## config.mk

```make
export PLATFORM = sky130hd
export DESIGN_NAME = spike_collision_fsm
export DESIGN_NICKNAME = d
export VERILOG_FILES = /design/src/rtl/spike_pkg.sv /design/src/rtl/spike_tri_mask.sv /design/src/rtl/spike_collision_fsm.sv
export SDC_FILE = /design/constraint.sdc
export NUM_CORES = 1
export LEC_CHECK = 0
export ABC_AREA = 0
export CORE_MARGIN = 1.5
export CORE_UTILIZATION = 45
export CTS_CLUSTER_DIAMETER = 200
export DETAILED_ROUTE_END_ITERATION = 7
export PLACE_DENSITY = 0.69
export SETUP_SLACK_MARGIN = 0.5
export SKIP_LAST_GASP = 1
export SLEW_MARGIN = 20
export SYNTH_ARGS = -nofsm -noshare
export SYNTH_HDL_FRONTEND = slang
export SYNTH_SLANG_ARGS = --single-unit
```

## constraint.sdc

```tcl
create_clock -name Clk -period 6.48 [get_ports Clk]
set_input_delay 0.648 -clock Clk [delete_from_list [all_inputs] [get_ports Clk]]
set_output_delay 0.648 -clock Clk [all_outputs]
set_load 0.01 [all_outputs]
```

## src/rtl/spike_pkg.sv

```systemverilog
// Shared types and screen/tile constants for the spike collision path and the spike renderer.
package spike_pkg;

    typedef enum logic [1:0] {
        UP    = 2'd0,
        RIGHT = 2'd1,
        DOWN  = 2'd2,
        LEFT  = 2'd3
    } spike_dir_t;

    typedef enum logic [1:0] {
        PLAY    = 2'd0,
        DYING   = 2'd1,
        DEAD    = 2'd2,
        RESPAWN = 2'd3
    } life_state_t;

    localparam int SCREEN_W   = 640;
    localparam int SCREEN_H   = 480;
    localparam int SPIKE_TILE = 20;

    function automatic logic [10:0] abs_diff(input logic [10:0] a, input logic [10:0] b);
        return (a >= b) ? (a - b) : (b - a);
    endfunction

endpackage

```

## src/rtl/spike_tri_mask.sv

```systemverilog
// Combinational opaque-triangle test for one spike tile pixel; shared with the renderer.
module spike_tri_mask
    import spike_pkg::*;
#(
    parameter int TILE = SPIKE_TILE
) (
    input  logic [1:0] direct_i,
    input  logic [9:0] x_addr_i,
    input  logic [9:0] y_addr_i,
    output logic       opaque_o
);

    localparam logic [10:0] TL  = 11'(TILE);
    localparam logic [10:0] TM1 = 11'(TILE - 1);

    logic [10:0] u;
    logic [10:0] v;
    logic [10:0] du;
    logic [10:0] dv;

    assign u  = 11'(x_addr_i % 10'(TILE));
    assign v  = 11'(y_addr_i % 10'(TILE));
    // Distance from the tile centre line, doubled to stay integer for even TILE.
    assign du = abs_diff({u[9:0], 1'b0}, TM1);
    assign dv = abs_diff({v[9:0], 1'b0}, TM1);

    always_comb begin
        opaque_o = 1'b0;
        case (spike_dir_t'(direct_i))
            UP:      opaque_o = (v + 11'd1) >= du;
            DOWN:    opaque_o = (TL - v) >= du;
            LEFT:    opaque_o = (u + 11'd1) >= dv;
            RIGHT:   opaque_o = (TL - u) >= dv;
            default: opaque_o = 1'b0;
        endcase
    end

endmodule

```

## src/rtl/spike_collision_fsm.sv

```systemverilog
// Ball/spike pixel collision detector and per-frame life/death FSM (death=1 means play active).
// Optional AUTO_RESPAWN_EN: DEAD returns to RESPAWN by itself after RESPAWN_FRAMES ticks.
module spike_collision_fsm
    import spike_pkg::*;
#(
    parameter int TILE           = SPIKE_TILE,
    parameter int H_VIS          = SCREEN_W,
    parameter int V_VIS          = SCREEN_H,
    parameter int DYING_FRAMES   = 30,
    parameter int FLASH_FRAMES   = 4,
    parameter int RESPAWN_FRAMES = 120
) (
    input  logic       Clk,
    input  logic       Reset_h,
    input  logic       key_R,
    input  logic       VGA_VS,
    input  logic [9:0] DrawX,
    input  logic [9:0] DrawY,
    input  logic       is_ball,
    input  logic       is_spike_1,
    input  logic [1:0] Spike_Direct_1,
    input  logic [9:0] Spike_X_Addr_1,
    input  logic [9:0] Spike_Y_Addr_1,
    output logic       death,
    output logic       death_flash,
    output logic       hit_pixel,
    output logic [7:0] death_count
);

    localparam int CNT_MAX   = (RESPAWN_FRAMES > DYING_FRAMES) ? RESPAWN_FRAMES : DYING_FRAMES;
    localparam int CNT_W     = (CNT_MAX > 8) ? $clog2(CNT_MAX) : 4;
    localparam int FLASH_BIT = $clog2(FLASH_FRAMES);

    life_state_t      state_q, state_d;
    logic [CNT_W-1:0] cnt_q, cnt_d;
    logic [7:0]       dcount_q, dcount_d;
    logic             latch_q, latch_d;
    logic             hit_q, hit_d;
    logic             vs_q;
    logic             death_q, death_d;
    logic             flash_q, flash_d;
    logic             tick;
    logic             opaque;

    spike_tri_mask #(.TILE(TILE)) u_mask (
        .direct_i (Spike_Direct_1),
        .x_addr_i (Spike_X_Addr_1),
        .y_addr_i (Spike_Y_Addr_1),
        .opaque_o (opaque)
    );

    assign tick  = VGA_VS & ~vs_q;
    assign hit_d = is_ball & is_spike_1 & opaque
                 & (DrawX < 10'(H_VIS)) & (DrawY < 10'(V_VIS));

    always_ff @(posedge Clk) begin
        if (Reset_h) begin
            state_q  <= PLAY;
            cnt_q    <= '0;
            dcount_q <= '0;
            latch_q  <= 1'b0;
            hit_q    <= 1'b0;
            vs_q     <= 1'b1;
            death_q  <= 1'b1;
            flash_q  <= 1'b0;
        end else begin
            state_q  <= state_d;
            cnt_q    <= cnt_d;
            dcount_q <= dcount_d;
            latch_q  <= latch_d;
            hit_q    <= hit_d;
            vs_q     <= VGA_VS;
            death_q  <= death_d;
            flash_q  <= flash_d;
        end
    end

    always_comb begin
        state_d  = state_q;
        cnt_d    = cnt_q;
        dcount_d = dcount_q;
        if (key_R) begin
            state_d = RESPAWN;
            cnt_d   = '0;
        end else if (tick) begin
            case (state_q)
                PLAY: begin
                    if (latch_q) begin
                        state_d  = DYING;
                        cnt_d    = '0;
                        dcount_d = (dcount_q == 8'hFF) ? dcount_q : dcount_q + 8'd1;
                    end
                end
                DYING: begin
                    if (cnt_q == CNT_W'(DYING_FRAMES - 1)) begin
                        state_d = DEAD;
                        cnt_d   = '0;
                    end else begin
                        cnt_d = cnt_q + 1'b1;
                    end
                end
                DEAD: begin
`ifdef AUTO_RESPAWN_EN
                    if (cnt_q == CNT_W'(RESPAWN_FRAMES - 1)) begin
                        state_d = RESPAWN;
                        cnt_d   = '0;
                    end else begin
                        cnt_d = cnt_q + 1'b1;
                    end
`else
                    state_d = DEAD;
`endif
                end
                RESPAWN: begin
                    state_d = PLAY;
                    cnt_d   = '0;
                end
                default: state_d = PLAY;
            endcase
        end

        // A hit arriving on the tick cycle belongs to the frame that just started.
        if (state_d != PLAY) begin
            latch_d = 1'b0;
        end else if (tick) begin
            latch_d = hit_q;
        end else begin
            latch_d = latch_q | hit_q;
        end
    end

    always_comb begin
        death_d = (state_d == PLAY);
        flash_d = (state_d == DYING) & cnt_d[FLASH_BIT];
    end

    assign death       = death_q;
    assign death_flash = flash_q;
    assign hit_pixel   = hit_q;
    assign death_count = dcount_q;

endmodule

```

# --- Word level (Yosys, flattened, before mapping) ---
# Index checks and enable logic that the tools add are counted.
word_totals:
  register_bits: 22
classes:
  add_sub_neg: 10
  n_eq_ne: 10
  div_mod_pow: 2
  bitwise_logic: 10
  magnitude_cmp: 8
  mux: 14
  reduce_logical: 9
ops:
  columns: ["op", "n"]
  rows:
  - ["greater-or-equal comparator 11 bit", 4]
  - ["subtractor 5 x 11 -> 11 bit, first input constant", 4]
  - ["adder 11 x 1 -> 11 bit, second input constant", 2]
  - ["greater-or-equal comparator 11 x 5 -> 1 bit, second input constant", 2]
  - ["remainder unit 10 x 5 -> 11 bit, second input constant", 2]
  - ["two-way mux 11 bit", 2]
  - ["subtractor 11 x 5 -> 11 bit, second input constant", 2]
  - ["case mux 7 bit (3 select lines)", 1]
  - ["two-way mux 7 bit", 2]
  - ["less-than comparator 10 bit, second input constant", 1]
  - ["less-than comparator 10 x 9 -> 1 bit, second input constant", 1]
  - ["adder 8 x 1 -> 8 bit, second input constant", 1]
  - ["== test 2 bit, second input constant", 4]
  - ["== test 8 bit, second input constant", 1]
  - ["two-way mux 2 bit", 4]
  - ["case mux 2 bit (4 select lines)", 1]
  - ["adder 7 x 1 -> 7 bit, second input constant", 1]
  - ["== test 7 x 5 -> 1 bit, second input constant", 1]
  - ["bitwise AND 1 bit", 6]
  - ["== test 2 x 1 -> 1 bit, second input constant", 3]
  - ["logical NOT 2 bit", 3]
  - ["two-way mux 3 bit", 2]
  - ["AND reduction 5 bit", 1]
  - ["case mux 1 bit (4 select lines)", 1]
  - ["8 further kinds", 11]

# --- Logic depth before layout (Yosys ltp) ---
depth:
  depth_word: 8
  mapped_depth: 22

# --- Cells and area by module ---
# A second synthesis with hierarchy kept.
hier_totals:
  cells_unflattened: 461
  hier_area_um2: 3726.1
modules_own_cells:
  columns: ["module", "cells_per_inst", "n_inst", "area_each_um2", "seq_area_each_um2"]
  rows:
  - ["spike_tri_mask", 329, 1, 2586.2, 0.0]
  - ["spike_collision_fsm", 132, 1, 1139.8, 440.4]

# --- Worst setup path before layout ---
# No wires, ideal clock.
synth_path:
  path_type: "input port to flip-flop"
  startpoint: "in Spike_X_Addr_1[5]"
  endpoint: "reg hit_q, in the netlist hit_pixel"
  setup_ns: 0.116
  path_slack_ns: 1.960
  path_stages: 21
  arrival_time_ns: 4.404
  required_time_ns: 6.364
  cell_sequence: "buf_2 or3b_1 a22oi_2 o21ai_2 nor2_4 mux2i_1 nor4_4 maj3_1 a211oi_4 xnor2_1 ha_1 a21o_1 a21oi_1 nor2b_1 o21ai_0 nand2b_1 a21oi_1 o22ai_1 nor3_1 o211ai_1 and4_1"
synth_between:
  elab_chain_len: 8
  word_cells_on_any_way: 15
  classes_between: "add/sub (4); div (1); order compare (5); mux (2); bitwise (3)"
synth_lines:
  columns: ["item", "line_no", "source"]
  rows:
  - ["start, declared", "spike_collision_fsm.sv:22", "input logic [9:0] Spike_X_Addr_1,"]
  - ["remainder unit 10 x 5 -> 11 bit *", "spike_tri_mask.sv:21", "assign u = 11'(x_addr_i % 10'(TILE));"]
  - ["subtractor 5 x 11 -> 11 bit (tied with other cells)", "spike_pkg.sv:23", "return (a >= b) ? (a - b) : (b - a);"]
  - ["two-way mux 11 bit", "spike_pkg.sv:23", null]
  - ["greater-or-equal comparator 11 bit (on tied branches)", "spike_tri_mask.sv:31, spike_tri_mask.sv:30", null]
  - ["case mux 1 bit (4 select lines) *", "spike_tri_mask.sv:29", "case (spike_dir_t'(direct_i))"]
  - ["bitwise AND 1 bit *", "spike_collision_fsm.sv:53", "assign hit_d = is_ball & is_spike_1 & opaque"]
  - ["bitwise AND 1 bit * (2 in a row)", "spike_collision_fsm.sv:54", "& (DrawX < 10'(H_VIS)) & (DrawY < 10'(V_VIS));"]
  - ["end signal, assigned", "spike_collision_fsm.sv:71", "hit_q <= hit_d;"]
  - ["end, declared", "spike_collision_fsm.sv:38", "logic hit_q, hit_d;"]
# Mark *: on every way between the ends. The rest lies on a longest branch, timed or not.
# A chain may end at the register's enable or synchronous reset.

# --- Worst setup path after layout ---
layout_path:
  startpoint: "in Spike_X_Addr_1[4]"
  endpoint: "reg hit_q, in the netlist hit_pixel"
# The elaborated chain is that of the path after synthesis.

==> impl_metrics.json <==
{
  "gp_congestion": 0.8510,
  "drv_cap": 0,
  "slew_violations": 0,
  "max_freq_mhz": 183.9,
  "worst-setup-path-type": "in2reg",
  "synth_edf_count": 0,
  "critPathRequiredTime_ns": 6.63,
  "htree_levels": 1,
  "synthTopCellsByArea": "ha_1 (17%), dfxtp_1 (12%), xnor2_1 (5.1%), a21oi_1 (4.2%), xor2_1 (4.1%)",
  "synth_warnings": 0,
  "drt-wirelength-per-cell_um": 11.56,
  "yosys.area.top_type": "ha_1",
  "core_um2": 7727,
  "cp.arrival_ns": 5.59,
  "tns_ns": 0,
  "synth.avg_cell_area_um2": 7.843,
  "status": "complete, no violations",
  "path_max_fanout": 20,
  "cp_num_cells": 21,
  "ys_seq_elements": 22,
  "num_rows": 32,
  "nets": 626,
  "cts_tree": "yes",
  "setup_ws_ns": 1.041,
  "ios": 59,
  "initial_core_util_pct": 46.49,
  "syn2layout_area_growth_pct": 19.12,
  "num_vias": 3423,
  "rsz0062_at_grt": "no",
  "slowest_stage": "clkdlybuf4s50_1",
  "synth.most_common_cell": "ha_1",
  "ant_nets": 0,
  "grt_max_degree": 21,
  "vdd_drop_max_uv": 105.1,
  "yosysSeqAreaShare_pct": 12.26,
  "synth_cell_types": 79,
  "cts_buffer_depth": 2,
  "post_drt_via_cell_ratio": 5.433,
  "route.final.wire_length_mm": 7.281,
  "ctsResizeCount": 0,
  "dieArea_um2": 8528,
  "cp_num_buf_inv": 1,
  "setup.worst_path.end_class": "flop",
  "die_w_um": 92.35,
  "drc": 0,
  "whs_ns": 0.5038,
  "firstDrtPassIters": 4,
  "clockRootBuffer": "clkbuf_8",
  "grt_pass1_vias": 3059,
  "cts_setup_buffers": 0,
  "antennaDiodeCount": 0,
  "yosys-top-cells-count": "ha_1 (48), nand2_1 (35), nor2_1 (34)",
  "synthesis.area_um2": 3592,
  "min_period_ns": 5.439,
  "final-setup-viol-count": 0,
  "cp-start-kind": "input port",
  "path_cells": "clkdlybuf4s50_1 > or3b_1 > a22oi_2 > o21ai_2 > o211ai_1 > o2111ai_2 > nor4_4 > nor2_1 > a211oi_4 > xnor2_1 > ha_1 > a21o_1 > a21oi_1 > nor2b_1 > o21ai_0 > nand2b_1 > a21oi_1 > o22ai_1 > nor3_1 > o211ai_1 > and4_1",
  "grt_use_met1_pct": 22.96,
  "finClkSkew_ns": 0.006659,
  "tightest_slew_ns": 0.7516,
  "fin_crit_sh_pct": 83.93,
  "hold_path_depth": 2,
  "hold_buffers": 0,
  "crit_family": "compound AO/OA/AOI/OAI gates",
  "reg2reg_depth": 7,
  "grt_antenna_before_repair": 0,
  "synth_ff_type": "dfxtp_1",
  "path_clk_slew_ns": 0.08,
  "hold_violations": 0,
  "max_stage_delay_ns": 0.77,
  "grt.busiest_layer": "met2",
  "grt_use_total_pct": 16.93,
  "grt_util_met3_pct": 1.396,
  "yosysTopAreaCellShare_pct": 16.72,
  "power_density_nw_per_um2": 154.8,
  "slew_headroom_pct": 49.89,
  "drive_above_1_share_pct": 6.818,
  "ff2ff_setup_slack_ns": 4.38,
  "drt_iter0_drc": 145,
  "cts_buffers": 3,
  "met2_usage_pct": 29.78,
  "p_total_uw": 662.6,
  "synthArstFlopShare_pct": 0,
  "min_path_type": "reg2reg",
  "grt_pass1_wl_mm": 12.68,
  "synthCells": 458,
  "p_leak_nw": 1.777,
  "io_buffers": 46,
  "dieHeight_um": 92.35,
  "grt_overflow": 0,
  "clk_latency_ns": 0.26,
  "dp_hpwl_mm": 5.837,
  "pre_cts_slack_ns": 0.7635,
  "clkSinkCount": 22
}
==> per-layer routing <==
metal | part of all wire (%) | up-vias
met5 | 0 | -
met1 | 48 | 1578
met3 | 3.3 | 0
li1 | - | 1797
met2 | 48 | 48
met4 | 0 | 0
==> worst paths after layout <==
check	from	endpoint
worst max-delay path	Spike_X_Addr_1[4]	hit_pixel
worst min-delay path	cnt_q[5]	cnt_q[5]
worst max register to register	vs_q	death_count[7]
worst min register to register	cnt_q[5]	cnt_q[5]
==> sequential cells by signal, indices dropped and copies added (netlist names) <==
| signal | flops |
|---|---|
| latch_q | 1 |
| death_flash | 1 |
| state_q | 2 |
| vs_q | 1 |
| death_count | 8 |
| cnt_q | 7 |
| hit_pixel | 1 |
| death | 1 |
==> cell usage in the layout (no fill, tap or decap), types with 4 or more instances in the layout <==
master / Yosys / routed
clkdlybuf4s50_1: 0 / 46
mux2i_1: 5 / 5
and3_1: 5 / 5
nor2b_1: 10 / 10
nand4_1: 10 / 10
or3_1: 4 / 4
nand3b_1: 10 / 10
o22ai_1: 5 / 5
nor4_1: 4 / 4
a211oi_1: 5 / 5
o21a_1: 4 / 4
nand2_1: 35 / 35
a21o_1: 9 / 9
inv_1: 15 / 15
a211o_1: 6 / 6
o211ai_1: 5 / 5
nand3_1: 6 / 6
ha_1: 48 / 48
nor2_1: 34 / 34
o21ai_0: 27 / 27
xor2_1: 17 / 17
nand2b_1: 13 / 13
a21oi_1: 30 / 30
xnor2_1: 21 / 21
nor3_1: 12 / 12
dfxtp_1: 22 / 22
o21bai_1: 5 / 5
conb_1: 2 / 42
==> worst register-to-register path: stages, from the launching register on <==
cell	delay [ns]
dfxtp_1	0.31
nand2b_1	0.21
nor3_1	0.17
nand2_1	0.10
nor3_1	0.46
nand4_1	0.27
or3_1	0.36
a21oi_1	0.14
==> power breakdown <==
part	internal [mW]	total, mW	switching, mW
Combinational	0.208	0.443	0.235
Sequential	0.137	0.139	0.00162
Clock	0.0413	0.0809	0.0395
Total	0.387	0.663	0.276
==> cell type report <==
class	count	area (um^2)
flip-flops and latches	22	440.4
multi-input cells	439	3131
repair buffers	49	483.0
fillers	757	3448
clock buffers	3	41.29
well taps	102	127.6
inverters	15	56.30
==> kinds of logic (layout without fill, tap and decap cells) <==
logic type	count (synthesis)	after routing	synth area share [%]
xor+xnor	39	39	9.718
compound gates	132	132	27.06
flops	22	22	12.26
simple gates	168	168	26.37
other cells	2	42	0.2091
fa+ha+maj	51	51	17.59
buf+inv	37	67	4.772
mux	7	7	2.020
==> per-stage QoR <==
stage	cell area [um^2]	utilization, %	cells
after global placement	4238	54.84	627
after CTS	4279	55.38	630
final	4279	55.38	630
after detailed placement	4238	54.84	627
after floorplan	3742	-	498
after global routing	4279	55.38	630
No activity file was read; power rests on OpenSTA's default activity.
